**config.mk**
```make
export PLATFORM = sky130hd
export DESIGN_NAME = vermibus_splitter
export DESIGN_NICKNAME = d
export VERILOG_FILES = /design/src/rtl/vermibus_splitter.sv
export SDC_FILE = /design/constraint.sdc
export NUM_CORES = 1
export LEC_CHECK = 0
export CAP_MARGIN = 20
export CORE_AREA = 5 5 138 140
export CTS_BUF_LIST = sky130_fd_sc_hd__clkbuf_2 sky130_fd_sc_hd__clkbuf_4 sky130_fd_sc_hd__clkbuf_8
export CTS_CLUSTER_DIAMETER = 100
export DETAILED_ROUTE_END_ITERATION = 10
export DIE_AREA = 0 0 143 145
export GPL_TIMING_DRIVEN = 0
export PLACE_DENSITY = 0.68
export SYNTH_ARGS = -nofsm -noshare
export SYNTH_HDL_FRONTEND = slang
export SYNTH_SLANG_ARGS = --single-unit
```
**constraint.sdc**
```tcl
create_clock -name clk -period 2.44 [get_ports clk]
set_input_delay 0.244 -clock clk [delete_from_list [all_inputs] [get_ports clk]]
set_output_delay 0.244 -clock clk [all_outputs]
set_load 0.02 [all_outputs]
```
**src/rtl/vermibus_splitter.sv**
```systemverilog
// One-master, NUM_DEVICES-slave bus splitter: decodes m_address[31:24], forwards the handshake with zero added latency.
// Slow devices are waited on up to TIMEOUT_CYCLES; unmapped or timed-out accesses get ERROR_RDATA and are logged.
module vermibus_splitter #(
   parameter int                       NUM_DEVICES    = 4,
   parameter logic [NUM_DEVICES*8-1:0] DEV_ADDRESSES  = {8'h30, 8'h20, 8'h10, 8'h00},
   parameter int                       TIMEOUT_CYCLES = 16,
   parameter logic [31:0]              ERROR_RDATA    = 32'hDEADBEEF
) (
   input  logic                        clk,
   input  logic                        reset,
   input  logic                        m_valid,
   output logic                        m_ready,
   input  logic [31:0]                 m_address,
   input  logic [3:0]                  m_wstrobe,
   input  logic [31:0]                 m_wdata,
   output logic [31:0]                 m_rdata,
   output logic                        m_irq,
   output logic [NUM_DEVICES-1:0]      d_valid,
   output logic [31:0]                 d_address,
   output logic [3:0]                  d_wstrobe,
   output logic [31:0]                 d_wdata,
   input  logic [NUM_DEVICES-1:0]      d_ready,
   input  logic [NUM_DEVICES-1:0]      d_irq,
   input  logic [32*NUM_DEVICES-1:0]   d_rdata,
   input  logic [NUM_DEVICES-1:0]      irq_mask,
   input  logic                        err_clear,
   output logic [15:0]                 err_count,
   output logic [31:0]                 err_address
);

   typedef enum logic {ST_IDLE, ST_WAIT} state_t;

   localparam logic [7:0] TMO = 8'(TIMEOUT_CYCLES);

   state_t      state, state_nx;
   logic [7:0]  cnt, cnt_nx;
   logic [2:0]  idx, idx_nx, sel, tgt;
   logic        hit, tgt_ready, timeout, err_rec, drive_dv;
   logic [31:0] tgt_rdata;

   assign d_address = m_address;
   assign d_wstrobe = m_wstrobe;
   assign d_wdata   = m_wdata;
   assign m_irq     = |(d_irq & irq_mask);

   // Scan downwards so the lowest matching index is the one left standing.
   always_comb begin
      hit = 1'b0;
      sel = '0;
      for (int i = NUM_DEVICES - 1; i >= 0; i--) begin
         if (m_address[31:24] == DEV_ADDRESSES[8*i +: 8]) begin
            hit = 1'b1;
            sel = 3'(i);
         end
      end
   end

   always_comb begin
      tgt       = (state == ST_WAIT) ? idx : sel;
      tgt_ready = 1'b0;
      tgt_rdata = '0;
      for (int i = 0; i < NUM_DEVICES; i++) begin
         if (tgt == 3'(i)) begin
            tgt_ready = d_ready[i];
            tgt_rdata = d_rdata[32*i +: 32];
         end
      end
      timeout = (state == ST_WAIT) && !tgt_ready && (cnt >= TMO);
   end

   always_ff @(posedge clk or negedge reset) begin
      if (!reset) begin
         state       <= ST_IDLE;
         cnt         <= '0;
         idx         <= '0;
         err_count   <= '0;
         err_address <= '0;
      end else begin
         state <= state_nx;
         cnt   <= cnt_nx;
         idx   <= idx_nx;
         if (err_rec) begin
            err_address <= m_address;
            if (err_clear)
               err_count <= 16'd1;
            else if (err_count != 16'hFFFF)
               err_count <= err_count + 16'd1;
         end else if (err_clear) begin
            err_count <= '0;
         end
      end
   end

   always_comb begin
      state_nx = state;
      cnt_nx   = cnt;
      idx_nx   = idx;
      err_rec  = 1'b0;
      case (state)
         ST_IDLE: begin
            if (m_valid) begin
               if (!hit) begin
                  err_rec = 1'b1;
               end else if (!tgt_ready) begin
                  state_nx = ST_WAIT;
                  cnt_nx   = 8'd1;
                  idx_nx   = sel;
               end
            end
         end
         ST_WAIT: begin
            if (tgt_ready) begin
               state_nx = ST_IDLE;
               cnt_nx   = '0;
            end else if (timeout) begin
               state_nx = ST_IDLE;
               cnt_nx   = '0;
               err_rec  = 1'b1;
            end else begin
               cnt_nx = cnt + 8'd1;
            end
         end
         default: state_nx = ST_IDLE;
      endcase
   end

   always_comb begin
      d_valid  = '0;
      m_ready  = 1'b0;
      m_rdata  = '0;
      drive_dv = 1'b0;
      case (state)
         ST_IDLE: begin
            if (m_valid && hit) begin
               drive_dv = 1'b1;
               m_ready  = tgt_ready;
               m_rdata  = tgt_rdata;
            end else if (m_valid) begin
               m_ready = 1'b1;
               m_rdata = ERROR_RDATA;
            end
         end
         ST_WAIT: begin
            if (timeout) begin
               m_ready = 1'b1;
               m_rdata = ERROR_RDATA;
            end else begin
               drive_dv = 1'b1;
               m_ready  = tgt_ready;
               m_rdata  = tgt_rdata;
            end
         end
         default: ;
      endcase
      for (int i = 0; i < NUM_DEVICES; i++)
         if (drive_dv && tgt == 3'(i)) d_valid[i] = 1'b1;
      if (!m_valid) begin
         m_ready = 1'b0;
         m_rdata = '0;
      end
      // Reset must drop the request at once, even while the master still holds m_valid.
      if (!reset) begin
         d_valid = '0;
         m_ready = 1'b0;
         m_rdata = '0;
      end
   end

endmodule

```
Word level (Yosys, flattened, before mapping)
Cells that the tools add are included.
- register bits after elaboration: 60
- output and inout port bits: 154
- latch bits: 0
- word-level logic and storage cells: 92
- bits in read-only memories: 0
- memories: 0
- RAM bits: 0
- bits of input ports: 212
- divide/modulo/power cells: 0
- multiply operators: 0
- eq/ne operators: 10
- $add $sub $neg: 2
- order comparisons: 1
- bitwise gates (word level): 3
- reductions and logical operators: 16
- multiplexer cells: 55
- shift operators: 0
- operators with widths (kind ; number):
    32-bit two-way mux ; 8
    16-bit two-way mux ; 4
    32-bit case mux with 2 select lines ; 1
    8-bit two-way mux ; 5
    1-bit two-way mux ; 26
    16-bit by 1-bit adder with 16-bit output, second input constant ; 1
    8-bit by 6-bit equality test with 1-bit output, second input constant ; 2
    16-bit != test, second input constant ; 1
    8-bit case mux with 2 select lines ; 1
    8-bit by 1-bit adder with 8-bit output, second input constant ; 1
    8-bit by 5-bit equality test with 1-bit output, second input constant ; 1
    8-bit by 5-bit greater-or-equal comparator with 1-bit output, second input constant ; 1
    8-bit logical NOT ; 1
    1-bit case mux with 2 select lines ; 4
    1-bit logical AND ; 7
    3-bit by 2-bit equality test with 1-bit output, second input constant ; 2
    2-bit two-way mux ; 3
    3-bit two-way mux ; 2
    2-bit != test, second input constant ; 3
    4-bit bitwise AND ; 1
    4-bit two-way mux ; 1
    4-bit AND reduction ; 1
    2-bit nonzero test ; 2
    4-bit OR reduction ; 1
    other kinds (6) ; 7

Logic depth before layout (Yosys ltp)
- depth in word-level cells: 19
- depth in mapped cells: 9
- depth with buffers taken out: 7

Worst setup path after synthesis
OpenSTA, ideal clock, no wires.
- path type: flip-flop to output port
- start: register state
- end: output m_rdata[14]
- data arrival time: 2.480 ns
- buffers on the path: 0
- required time: 2.196 ns
- stages on the path, launching flop included: 8
- slack: -0.284 ns
- cell sequence: dfrtp_1 nor4b_2 a22o_1 a221o_1 a21oi_1 mux2i_1 nand3_1 a211oi_1
- word-level cells in the longest chain between the ends: 13
- elaborated cells between the ends (all ways): 22
- those cells by class: 3 x eq/ne; 14 x mux; 1 x bitwise; 4 x reduce/logical
- ends and longest elaborated chain (what ; line ; RTL):
    from (decl) ; 35 ; state_t state, state_nx;
    from (signal assigned) ; 79 ; state <= state_nx;
    3-bit two-way mux ; 59 ; tgt = (state == ST_WAIT) ? idx : sel;
    3-bit logical NOT ; 63 ; if (tgt == 3'(i)) begin
    1-bit two-way mux (4 in series) ; 63 ;
    1-bit logical NOT ; - ;
    1-bit logical AND (2 in series) ; 68 ; timeout = (state == ST_WAIT) && !tgt_ready && (cnt >= TMO);
    32-bit two-way mux ; 144 ; if (timeout) begin
    32-bit case mux with 2 select lines (*) ; 132 ; case (state)
    32-bit two-way mux (*) ; 157 ; if (!m_valid) begin
    32-bit two-way mux (*) ; 162 ; if (!reset) begin
    to (decl) ; 16 ; output logic [31:0] m_rdata,
Every way passes the cells marked *; elsewhere a longest branch is shown, timed or not.

Worst setup path in the final report
- start: register state
- end: register err_count[15]
- word-level cells in the longest chain between the ends: 14
- elaborated cells between the ends (all ways): 19
- those cells by class: 3 x eq/ne; 9 x mux; 1 x bitwise; 6 x reduce/logical
- ends and longest elaborated chain (what ; line ; RTL):
    3-bit two-way mux ; 59 ;
    3-bit logical NOT ; 63 ;
    1-bit two-way mux (4 in series) ; 63 ;
    1-bit logical NOT ; - ;
    1-bit logical AND (2 in series) ; 68 ;
    1-bit two-way mux ; 115 ; end else if (timeout) begin
    1-bit two-way mux ; 112 ; if (tgt_ready) begin
    1-bit case mux with 2 select lines (*) ; 99 ; case (state)
    2-bit nonzero test (no line) ; - ;
    2-bit AND reduction (no line) ; - ;
    to (signal assigned) ; 87 ; err_count <= err_count + 16'd1;
    to (decl) ; 27 ; output logic [15:0] err_count,
Marked as above.
A chain may end at the register's enable or synchronous reset.

==> flow_summary.toml <==
[run_status]
outcome = "finished with violations"
violations = "negative setup slack"

[sta]
clock.fmax_mhz = 336
min_period_ns = 2.98
tightest_slew_ns = 1.11
hold-worst-slack_ns = 0.297
final-hold-violation-count = 0
fin_skew_ns = 0.00995
maxSlewViolCount = 0
rsz0062_at_grt = "yes"
slew_headroom_pct = 25.8
setup_violations = 85
setup_slack_ns = -0.537
post-route-period-util_pct = 122
setup-tns-final_ns = -26.97

[global_routing]
grt_use_total_pct = 19.5
antenna_found_initial = 0
overflow = 0
grt_pass1_wl_mm = 31.9
grt_max_degree = 64
grt_pass1_vias = 5409

[yosys]
synth_top_family_by_area = "simple AND/OR/NAND/NOR gates"
synth_compound_gate_area_share_pct = 14.7
synth_cell_types = 43
synth-seq-cells = 59
yosys.area_share.simple_pct = 25.7
async_flop_share_pct = 100
syn_area_per_cell_um2 = 7.84
synth_mux_area_share_pct = 11.0
synth_fa_ha_area_share_pct = 0.838
synthFlopType = "dfrtp_1"
synth_xor_area_share_pct = 0.196
synth_fp_nets = 786
synth_warnings = 0
synth_edf_count = 0
synthCells = 571
synth_area_um2 = 4480
yosysSeqAreaShare_pct = 33.0

[detailed_routing]
postRouteAntennaNets = 0
dr.first_iter.drc_count = 163
dr.pass1.iters = 4
drc = 0
dr_total_vias = 5478
wirelength_mm = 22.1
via_per_inst = 4.64
avgRoutedWirePerCell_um = 18.7

[place]
portBuffers = 329
gp_congestion = 0.880
dp_hpwl_mm = 16.8
post-place-ws_ns = -1.72

[critical_path]
reg2reg_setup_slack_ns = -0.54
cp_common_cell = "buf_4"
cp.required_ns = 2.70
reg2reg_to = "err_count[15]$_DFFE_PN0P_"
crit_path_end_kind = "flop"
r2r-start = "state$_DFF_PN0_"
startpoint_type = "flop"
critPathMaxStageDelay_ns = 0.51
arrival_ns = 3.24
path_max_fanout = 6
reg2reg_depth = 12
crit_path_top_delay_cell = "or4_4"
cp-startpoint = "state$_DFF_PN0_"
critical_path_buf_inv_count = 5
path_delay_family = "compound AO/OA/AOI/OAI gates"
path_cells = "nor4b_4 > buf_4 > a22o_4 > a221o_1 > buf_4 > buf_4 > buf_4 > a211o_1 > and2_4 > buf_6 > or4_4 > a21oi_2"
worstSetupPathType = "flop to flop"

[worst_hold_path]
worstHoldStart = "m_address[29]"
hp-class = "primary input to flop"
hold_depth = 2
min_to = "err_address[29]$_DFFE_PN0P_"

[cells_and_area]
n_antenna_cell = 0
area_delta_synth_final_pct = 111
final_cell_mix = "clkdlybuf4s50_1, nand2_1, buf_4"
nNetsFinal = 1161
layout-drive-gt1-share_pct = 30.0
final_common_cell = "clkdlybuf4s50_1"

[pwr]
power_w = 0.00334
pwr_density_cell_nw_per_um2 = 353
switching_share_pct = 31.3
p_comb_share_pct = 39.8
p_sw_w = 0.00104
p_clk_share_pct = 26.8
p_seq_share_pct = 33.5
power.internal_w = 0.00230
p_leak_nw = 4.07
ir_drop_v = 0.000330

[clocking]
htreeDepth = 3
cts-root-buf = "clkbuf_8"
clock_sinks = 59
cts_tree = "yes"
clk_pin_slew_ns = 0.07
cts_buffers = 9
cts_buffer_depth = 2
insertion_delay_ns = 0.34

[floorplan]
die-area_um2 = 20700
dieWidth_um = 143
dieHeight_um = 145
core_area_um2 = 17700
rows = 49
initial_utilization_pct = 25.3
ioPinCount = 366

[flow_run]
cap_violations = 0
-- state kept, by name, indices dropped and copies added, names as in the netlist --
name         count
err_count       16
idx              2
state            1
err_address     32
cnt              8
-- worst register-to-register path: cells and delay by family (launching register included) --
kind            cells  cell delay [ns]
flops               1             0.44
simple gates        3             0.75
buf+inv             5             0.71
compound gates      4             1.00
-- area by class of cell --
type | count | area (µm²)
Clock inverter | 7 | 68.8
Sequential cell | 59 | 1480
Fill cell | 1649 | 8250
Multi-Input combinational cell | 408 | 2980
Buffer | 101 | 792
Inverter | 3 | 11.3
Tap cell | 229 | 287
Clock buffer | 9 | 124
Timing Repair Buffer | 364 | 3730
-- timing repair --
action	CTS	global route
cloned	4	3
hold buffers	0	2
buffers inserted	16	10
pin swaps	32	13
gates resized for setup	353	68
hold endpoints to repair	0	59
setup endpoints to repair	88	90
-- per-layer routing --
layer / vias to the layer above / track usage, % / share of wire (%)
met4: 0 / 4.09 / 1.6
li1: 2659 / - / -
met5: - / 0 / 0
met3: 22 / 4.97 / 7.1
met1: 2599 / 23.2 / 39
met2: 198 / 35.1 / 53
-- power by group through the flow --
stage          Combinational [W]  Sequential [W]  Clock (W)
4_1_cts                  0.00128         0.00112   0.000907
5_1_grt                  0.00140         0.00113   0.000943
3_5_place_dp             0.00117         0.00113          0
3_3_place_gp             0.00116         0.00113          0
6_report                 0.00133         0.00112   0.000894
2_1_floorplan           0.000400         0.00121          0
-- per-stage QoR --
step	area, µm²	utilization (%)	std cells
after floorplan	4540	-	571
after global placement	8120	45.8	1129
after detailed placement	8120	45.8	1129
after CTS	9000	50.8	1165
after global routing	9470	53.4	1180
final	9470	53.4	1180
-- worst max-delay path by stage --
stage,to,slack (ns),cells after the start
detailed placement,m_rdata[29],-1.72,9
CTS,m_rdata[4],-0.51,8
finish,err_count[15]$_DFFE_PN0P_,-0.54,12
global placement,m_rdata[25],-2.71,5
floorplan,err_count[15]$_DFFE_PN0P_,0.009,8
global route,err_count[15]$_DFFE_PN0P_,-0.63,12
-- Yosys cell counts, drive strengths merged, types with 2 or more instances --
cell type    n  area share [%]
a211oi       9             1.6
nand3       33             3.7
buf         73              12
clkbuf      28             2.3
a22oi        3            0.50
dfrtp       59              33
a31o         2            0.39
inv          3            0.25
a21oi       38             4.2
and3        12             1.7
a22o         3            0.59
mux2        35             8.8
nand2b       4            0.56
nor4         3            0.75
nor2        13             1.1
ha           3            0.84
a221o        2            0.45
nor3         4            0.45
o21a         4            0.67
or2          2            0.28
nor4b        2            0.67
or4          6             1.0
or3          3            0.42
o22ai        2            0.28
nand3b       3            0.50
mux2i       10             2.2
and2         5            0.70
o21ai       30             3.4
nor3b        2            0.34
a21bo        2            0.45
a31oi        3            0.42
nand2      154              13
nand4        4            0.56
o31ai        6             1.0
-- logic make-up after synthesis --
logic type	Yosys count
buffers and inverters	104
multiplexers	45
flip-flops	59
adder cells (fa/ha/maj)	3
AND/OR/NAND/NOR	251
XOR/XNOR	1
AO/OA/AOI/OAI	108
Note: power is estimated with default switching activity, not from simulation.
